**config.mk**
```make
export PLATFORM = sky130hd
export DESIGN_NAME = int_to_fp_conv
export DESIGN_NICKNAME = d
export VERILOG_FILES = /design/src/rtl/int_to_fp_conv.sv
export SDC_FILE = /design/constraint.sdc
export NUM_CORES = 1
export LEC_CHECK = 0
export BUFFER_PORTS_ARGS = -buffer_cell sky130_fd_sc_hd__clkbuf_2
export CORE_MARGIN = 1.5
export CORE_UTILIZATION = 57
export CTS_CLUSTER_SIZE = 16
export DETAILED_ROUTE_END_ITERATION = 8
export HOLD_SLACK_MARGIN = 0.1
export PLACE_DENSITY = 0.8
export SETUP_SLACK_MARGIN = 0.05
export SYNTH_ARGS = -nofsm -noshare
export SYNTH_HDL_FRONTEND = slang
export SYNTH_SLANG_ARGS = --single-unit
```
**constraint.sdc**
```tcl
create_clock -name clock -period 3.7 [get_ports clock]
set_clock_uncertainty 0.15 [all_clocks]
set_input_delay 0.555 -clock clock [delete_from_list [all_inputs] [get_ports clock]]
set_output_delay 0.555 -clock clock [all_outputs]
set_load 0.1 [all_outputs]
```
**src/rtl/int_to_fp_conv.sv**
```systemverilog
// Multi-cycle signed 32-bit integer to FPU operand converter (sign, 6-bit exponent, 25-bit mantissa).
// Optional macro ROUND_NEAREST_EN selects round-to-nearest-even in PACK; otherwise the mantissa is truncated.
module int_to_fp_conv #(
  parameter int EXP_BIAS = 31
) (
  input  logic        clock,
  input  logic        reset,
  input  logic [31:0] int_in,
  input  logic        in_valid,
  output logic        in_ready,
  output logic [31:0] fp_out,
  output logic        out_valid,
  input  logic        out_ready,
  output logic [3:0]  status_out
);

  typedef enum logic [2:0] {
    IDLE = 3'd0,
    ABS  = 3'd1,
    NORM = 3'd2,
    PACK = 3'd3,
    DONE = 3'd4
  } state_t;

  localparam logic [5:0] EXP_TOP = 6'(EXP_BIAS + 31);

  state_t      state_q, state_d;
  logic [31:0] int_q, int_d;
  logic        sign_q, sign_d;
  logic [31:0] mag_q, mag_d;
  logic [5:0]  exp_q, exp_d;
  logic [31:0] fp_q, fp_d;
  logic [3:0]  status_q, status_d;
  logic        out_valid_q, out_valid_d;
  logic        in_ready_q, in_ready_d;

  logic [31:0] abs_s;
  logic [24:0] mant_s;
  logic [5:0]  exp_pack_s;
  logic        inexact_s;
`ifdef ROUND_NEAREST_EN
  logic        round_up_s;
  logic [25:0] mant_sum_s;
`endif

  // Magnitude of the latched operand; -2^31 wraps to 0x80000000 which is the correct unsigned value.
  always_comb begin
    abs_s = int_q;
    if (int_q[31]) begin
      abs_s = ~int_q + 32'd1;
    end else begin
      abs_s = int_q;
    end
  end

  // Mantissa extraction from the normalised magnitude, with optional nearest-even rounding.
  always_comb begin
    inexact_s  = |mag_q[5:0];
    mant_s     = mag_q[30:6];
    exp_pack_s = exp_q;
`ifdef ROUND_NEAREST_EN
    round_up_s = mag_q[5] & ((|mag_q[4:0]) | mag_q[6]);
    mant_sum_s = {1'b0, mag_q[30:6]} + {25'd0, round_up_s};
    if (mant_sum_s[25]) begin
      mant_s     = 25'd0;
      exp_pack_s = exp_q + 6'd1;
    end else begin
      mant_s     = mant_sum_s[24:0];
      exp_pack_s = exp_q;
    end
`endif
  end

  // Next-state and datapath updates for the conversion sequence.
  always_comb begin
    state_d  = state_q;
    int_d    = int_q;
    sign_d   = sign_q;
    mag_d    = mag_q;
    exp_d    = exp_q;
    fp_d     = fp_q;
    status_d = status_q;
    case (state_q)
      IDLE: begin
        if (in_valid) begin
          int_d   = int_in;
          state_d = ABS;
        end else begin
          state_d = IDLE;
        end
      end
      ABS: begin
        sign_d = int_q[31];
        mag_d  = abs_s;
        exp_d  = EXP_TOP;
        // Already-normalised magnitudes skip NORM so lz zeros cost exactly lz cycles.
        if ((abs_s == 32'd0) || abs_s[31]) begin
          state_d = PACK;
        end else begin
          state_d = NORM;
        end
      end
      NORM: begin
        mag_d = {mag_q[30:0], 1'b0};
        exp_d = exp_q - 6'd1;
        if (mag_q[30]) begin
          state_d = PACK;
        end else begin
          state_d = NORM;
        end
      end
      PACK: begin
        if (mag_q == 32'd0) begin
          fp_d     = 32'd0;
          status_d = 4'b0001;
        end else begin
          fp_d     = {sign_q, exp_pack_s, mant_s};
          status_d = {1'b0, sign_q, inexact_s, 1'b0};
        end
        state_d = DONE;
      end
      DONE: begin
        if (out_ready) begin
          state_d = IDLE;
        end else begin
          state_d = DONE;
        end
      end
      default: begin
        state_d = IDLE;
      end
    endcase
    in_ready_d  = (state_d == IDLE);
    out_valid_d = (state_d == DONE);
  end

  // State and output registers with synchronous reset taking priority over any handshake.
  always_ff @(posedge clock) begin
    if (reset) begin
      state_q     <= IDLE;
      int_q       <= 32'd0;
      sign_q      <= 1'b0;
      mag_q       <= 32'd0;
      exp_q       <= 6'd0;
      fp_q        <= 32'd0;
      status_q    <= 4'd0;
      out_valid_q <= 1'b0;
      in_ready_q  <= 1'b1;
    end else begin
      state_q     <= state_d;
      int_q       <= int_d;
      sign_q      <= sign_d;
      mag_q       <= mag_d;
      exp_q       <= exp_d;
      fp_q        <= fp_d;
      status_q    <= status_d;
      out_valid_q <= out_valid_d;
      in_ready_q  <= in_ready_d;
    end
  end

  assign in_ready   = in_ready_q;
  assign out_valid  = out_valid_q;
  assign fp_out     = fp_q;
  assign status_out = status_q;

endmodule

```
---- Word-level counts from Yosys, hierarchy flattened ----
Cells that the tools add are included.
storage, ports and cells
  input bits .............................. 36
  memories ................................ 0
  ROM bits ................................ 0
  output and inout port bits .............. 38
  logic and storage cells ................. 35
  RAM bits ................................ 0
  flip-flop bits (word level) ............. 112
  bits in latches ......................... 0
cells by class
  divide/modulo/power cells ............... 0
  multipliers ............................. 0
  reductions and logical operators ........ 8
  $lt $le $gt $ge ......................... 0
  add/sub/neg operators ................... 2
  equality and inequality tests ........... 5
  bitwise operators ....................... 1
  shifts and indexed selects .............. 0
  muxes and demuxes ....................... 10
operators by type and width
  cell                                                                   count
  32-bit zero test                                                       2
  32-bit 2-to-1 mux                                                      2
  32-bit one-hot mux with 2 select lines                                 1
  32-bit by 1-bit adder with 32-bit output, second input constant        1
  32-bit NOT                                                             1
  3-bit one-hot mux with 5 select lines                                  1
  6-bit one-hot mux with 2 select lines                                  1
  3-bit by 2-bit equality test with 1-bit output, second input constant  2
  3-bit equality test, second input constant                             2
  3-bit zero test                                                        2
  3-bit 2-to-1 mux                                                       2
  6-bit OR reduction                                                     1
  6-bit by 1-bit subtractor with 6-bit output, second input constant     1
  3-bit by 1-bit equality test with 1-bit output, second input constant  1
  1-bit 2-to-1 mux                                                       3
  2-bit AND reduction                                                    1
  2-bit nonzero test                                                     1
  1-bit logical OR                                                       1

---- Logic depth before layout (Yosys ltp) ----
  depth after elaboration ................. 8
  depth in mapped cells ................... 10
  gate-level depth less buffers ........... 9

---- Worst setup path after synthesis ----
OpenSTA, ideal clock, no wires.
  path type ............................... register to register
  from .................................... register int_q[17] (netlist name)
  to ...................................... register int_q[23]
  cell stages (with the launch flop) ...... 10
  clock period less this slack ............ 2.889 ns
  setup time .............................. 0.128 ns
  setup slack ............................. 0.811 ns
  path buffers ............................ 2
  required time ........................... 3.422 ns
  data arrival time ....................... 2.611 ns
  cells stage by stage .................... dfxtp_1 > or4_4 > or3_1 > or3_1 > o31a_1 > a211o_1 > buf_6 > buf_6 > mux2i_1 > nor2_1
RTL lines
  what                    RTL line  text
  end signal: assignment  151       int_q <= int_d;
  end: declaration        28        logic [31:0] int_q, int_d;

==> results.txt <==
- Fin nets: 655
* Number of warning messages in the yosys log: 0
- WL/cell: 15.8 microns
- Clock-pin slew was measured on the worst setup and hold paths at 0.11 ns.
* Iteration-0 DRC count of the detailed router: 281
- RSZ-0062 raised after global routing: false
- Category of cells accounting for the largest share of critical-path delay: simple AND/OR/NAND/NOR gates
* Part of the Yosys area used for sequential elements: 43.7%
- Hold buffer count at cts: 0
* Number of inserted diodes: 0
* Cells after Synth: 573
- Counting flops with an async set or reset pin after synthesis yields a share of 0%.
- Excluding fillers, the count of instances in the completed layout stands at 730.
- Power after layout: 2600 uW
* Via-to-Cell Ratio: 6.07
* Max cap viols: 0
- Of the cells placed in the final design, the portion with a size suffix greater than 1 is 17.8%.
- Die width: 97.1 microns
- Counting along the longest clock path gives a buffer depth of 2.
* Number of flip-flops and latches in the synthesized netlist: 110
* Number of vias after detailed routing: 4433
- The first global-routing pass estimated 19.2 mm of wire.
- In the synthesized netlist the dominant register cell turns out to be sky130_fd_sc_hd__dfxtp_1.
- Adding up every negative setup slack in the final design gives 0 ns.
- Yosys cell types: 50
* Overflow after GRT: 0
- Cells fill around 65% of the core in the end.
- Mean Syn Cell Area: 8.80 sq um
* Minimum period implied by the final worst setup slack: 3.15 ns
* Lkg Pwr: approximately 0.0022 uW
- The number of global-route vias before repair is 3996.
* Most common cell on crit path: sky130_fd_sc_hd__or3_1
* Clock buffer count from CTS: 9
* Max_slew headroom: 29.0%
* Crit path buf inv count: 1
- The run finished with clean final reports.
- Data arrives at the worst endpoint at between 3 and 4 ns.
* Maximum number of pins on one net before global-route repair: 111
- Path category of the worst min-delay check: in2reg
- Final WS setup: 0.547 ns
- Setup violations remaining at the end of the flow were counted as 0.
- When the netlist entered floorplanning its net count stood at 611.
* Area overhead of the layout relative to synthesis: 11.3%
- Root buffer selected by CTS: sky130_fd_sc_hd__clkbuf_8
- The number of pins with negative max-slew slack in the final report was 0.
- Latest clock arrival within the worst-skew pair: 0.37 ns
- For the pin with the worst max-slew slack, the measured transition is 1.07 ns.
- Clk sinks: 110
- HPWL Detailed: 8.00 mm
- Pin placement for this block handled between 70 and 80 I/O pins.
- TritonCTS built the clock tree.
* Worst EP required: 3.78 ns
- Vert. Die Dim: 97.1 microns
- TritonRoute pass-1 iters: 6
- After detailed routing, the total wire length is 11.5 mm.
* Maximum VDD drop: 0.247 mV
- Dividing total power by cell area gives a power density of around 460 mW/mm^2.
- The region available for standard cell placement spans 0.00864 sq mm.
- The slowest stage of the critical path is the sky130_fd_sc_hd__or4_4 cell.
- Once the clock tree was built, the resizer swapped 0 gates to a different size.
- Setup slack at placement: 0.565 ns
* Synthesized cell area: 0.00504 sq mm
- Element type at the critical path end: flip-flop
- Port buffering added 72 buffers.
- Yosys mapped a number of flops with a built-in enable equal to 0.
- The floorplan step defined a die boundary enclosing 0.00942 sq mm.
- The final-report hold violation count is 0.
- For this run, the top clock speed supported by timing is ~0.32 GHz.
- After clock tree synthesis, the setup repair step added 0 buffers.
- On the worst path, the slowest cell contributes a delay of 0.56 ns.
- The critical path goes through or4_4, or3_1, or3_1, o31a_1, a211o_1, buf_4, mux2i_1, nor2_1.
* Starting density of the core: 58.4%
- Part of the cycle the worst path needs: 85.2%
- Post-route antenna net violation count: 0
* Routability cong.: 0.930
* Kind of critical path: reg2reg
- In the routed design, unresolved DRC markers number 0.
- Maximum level of the CTS H-tree: 3
- After floorplanning, the core was divided into 34 placement rows.
* Largest fanout on the critical path: 33
* Initial antenna violation count: 0
* Placed cell count: 714
* Kind of start point of the critical path: flip-flop
- Total Routing Usage GR: around 24%
[worst reg2reg max path, stage by stage, from the launching register on]
cell and delay, ns:
sky130_fd_sc_hd__dfxtp_1 0.38, sky130_fd_sc_hd__or4_4 0.56, sky130_fd_sc_hd__or3_1 0.33, sky130_fd_sc_hd__or3_1 0.40
sky130_fd_sc_hd__o31a_1 0.35, sky130_fd_sc_hd__a211o_1 0.26, sky130_fd_sc_hd__buf_4 0.28, sky130_fd_sc_hd__mux2i_1 0.25
sky130_fd_sc_hd__nor2_1 0.05
[cell usage after synthesis (all sizes together), types with 2 or more instances]
cell,instances,area [sq um]
or4,12,97.6
a22oi,60,450
mux2i,36,360
o41ai,6,52.6
inv,6,22.5
nand4,4,25.0
dfxtp,110,2200
or3,13,81.3
nor3b,6,45.0
ha,2,25.0
xnor2,30,263
nand2b,3,18.8
a211oi,7,52.6
or2,5,31.3
nand3,3,15.0
nor3,10,50.1
nand2,42,158
buf,10,75.1
clkbuf,39,146
o31ai,12,104
nor2,80,300
a221oi,2,17.5
o21ai,9,45.0
nor4,9,56.3
a21oi,37,185
o32ai,2,17.5
[metrics by stage]
step	hold slack, ns	cell area, sq um
2_1_floorplan	0.286	5040
3_3_place_gp	0.294	5410
3_5_place_dp	0.301	5410
4_1_cts	0.248	5610
5_1_grt	0.260	5610
6_report	0.259	5610
[state kept, by name, summed over array words and instances (netlist names)]
signal / flops
in_ready: 1
fp_out: 32
state_q: 3
exp_pack_s: 6
sign_q: 1
out_valid: 1
status_out: 2
int_q: 32
mag_q: 32
[worst paths after layout]
kind / startpoint / end / slack, ns / depth (start not counted)
min: int_in[8] / int_q[8] / 0.26 / 3
min reg2reg: status_out[0] / status_out[0] / 0.32 / 2
max reg2reg: int_q[17] / int_q[2] / 0.55 / 8
max: int_q[17] / int_q[2] / 0.55 / 8
[metal layers]
| layer | up-vias | GRT usage, % | share of wire (%) |
|---|---|---|---|
| li1 | 2166 | - | - |
| met1 | 2101 | 32.2 | 45 |
| met2 | 147 | 40.6 | 48 |
| met3 | 19 | 3.53 | 5.2 |
| met4 | 0 | 8.47 | 1.7 |
| met5 | - | 0 | 0 |
[final cells by class]
| class | count | area (sq um) |
|---|---|---|
| multi-input cells | 408 | 2620 |
| flip-flops and latches | 110 | 2200 |
| clock inverters | 6 | 62.6 |
| fillers | 742 | 3020 |
| well taps | 108 | 135 |
| inverters | 6 | 22.5 |
| clock buffers | 10 | 138 |
| repair buffers | 82 | 435 |
[layout by cell type (no fill, tap or decap), types with 2 or more instances in the layout]
cell type	Yosys	layout
sky130_fd_sc_hd__mux2i_1	36	36
sky130_fd_sc_hd__dfxtp_1	110	110
sky130_fd_sc_hd__inv_6	0	3
sky130_fd_sc_hd__clkbuf_8	0	10
sky130_fd_sc_hd__nor4_1	9	9
sky130_fd_sc_hd__o21ai_0	7	7
sky130_fd_sc_hd__inv_1	6	6
sky130_fd_sc_hd__or2_2	4	4
sky130_fd_sc_hd__o32ai_1	2	2
sky130_fd_sc_hd__nand3_1	3	3
sky130_fd_sc_hd__clkbuf_2	0	71
sky130_fd_sc_hd__a21oi_1	37	37
sky130_fd_sc_hd__nor3b_1	6	4
sky130_fd_sc_hd__o31ai_1	11	11
sky130_fd_sc_hd__nand2_1	42	42
sky130_fd_sc_hd__nor3_1	10	10
sky130_fd_sc_hd__buf_4	2	10
sky130_fd_sc_hd__xnor2_1	30	30
sky130_fd_sc_hd__ha_1	2	2
sky130_fd_sc_hd__nand2b_1	3	3
sky130_fd_sc_hd__a22oi_1	60	60
sky130_fd_sc_hd__or3_1	13	13
sky130_fd_sc_hd__o41ai_1	6	6
sky130_fd_sc_hd__o21ai_1	2	2
sky130_fd_sc_hd__or4_1	10	10
sky130_fd_sc_hd__nor2_1	80	79
sky130_fd_sc_hd__or4_4	2	2
sky130_fd_sc_hd__nor3b_2	0	2
sky130_fd_sc_hd__a211oi_1	7	7
sky130_fd_sc_hd__a221oi_1	2	2
sky130_fd_sc_hd__nand4_1	4	4
[kinds of logic (layout without fill, tap and decap cells)]
family | after synthesis | count (layout) | share of synthesized area (%)
buf+inv | 55 | 104 | 4.84
mux | 36 | 36 | 7.14
compound gates | 145 | 145 | 20.0
flops | 110 | 110 | 43.7
xor+xnor | 30 | 30 | 5.21
fa+ha+maj | 2 | 2 | 0.496
other cells | 1 | 1 | 0.0743
simple gates | 194 | 194 | 18.6
[where the power goes]
part | switching [uW] | leakage, uW | internal [uW]
logic | 323 | 0.00122 | 215
registers | 83.1 | 0.000894 | 1240
clock network | 451 | 0.000103 | 283
total | 857 | 0.00221 | 1740
Note: power is estimated with default switching activity, not from simulation.
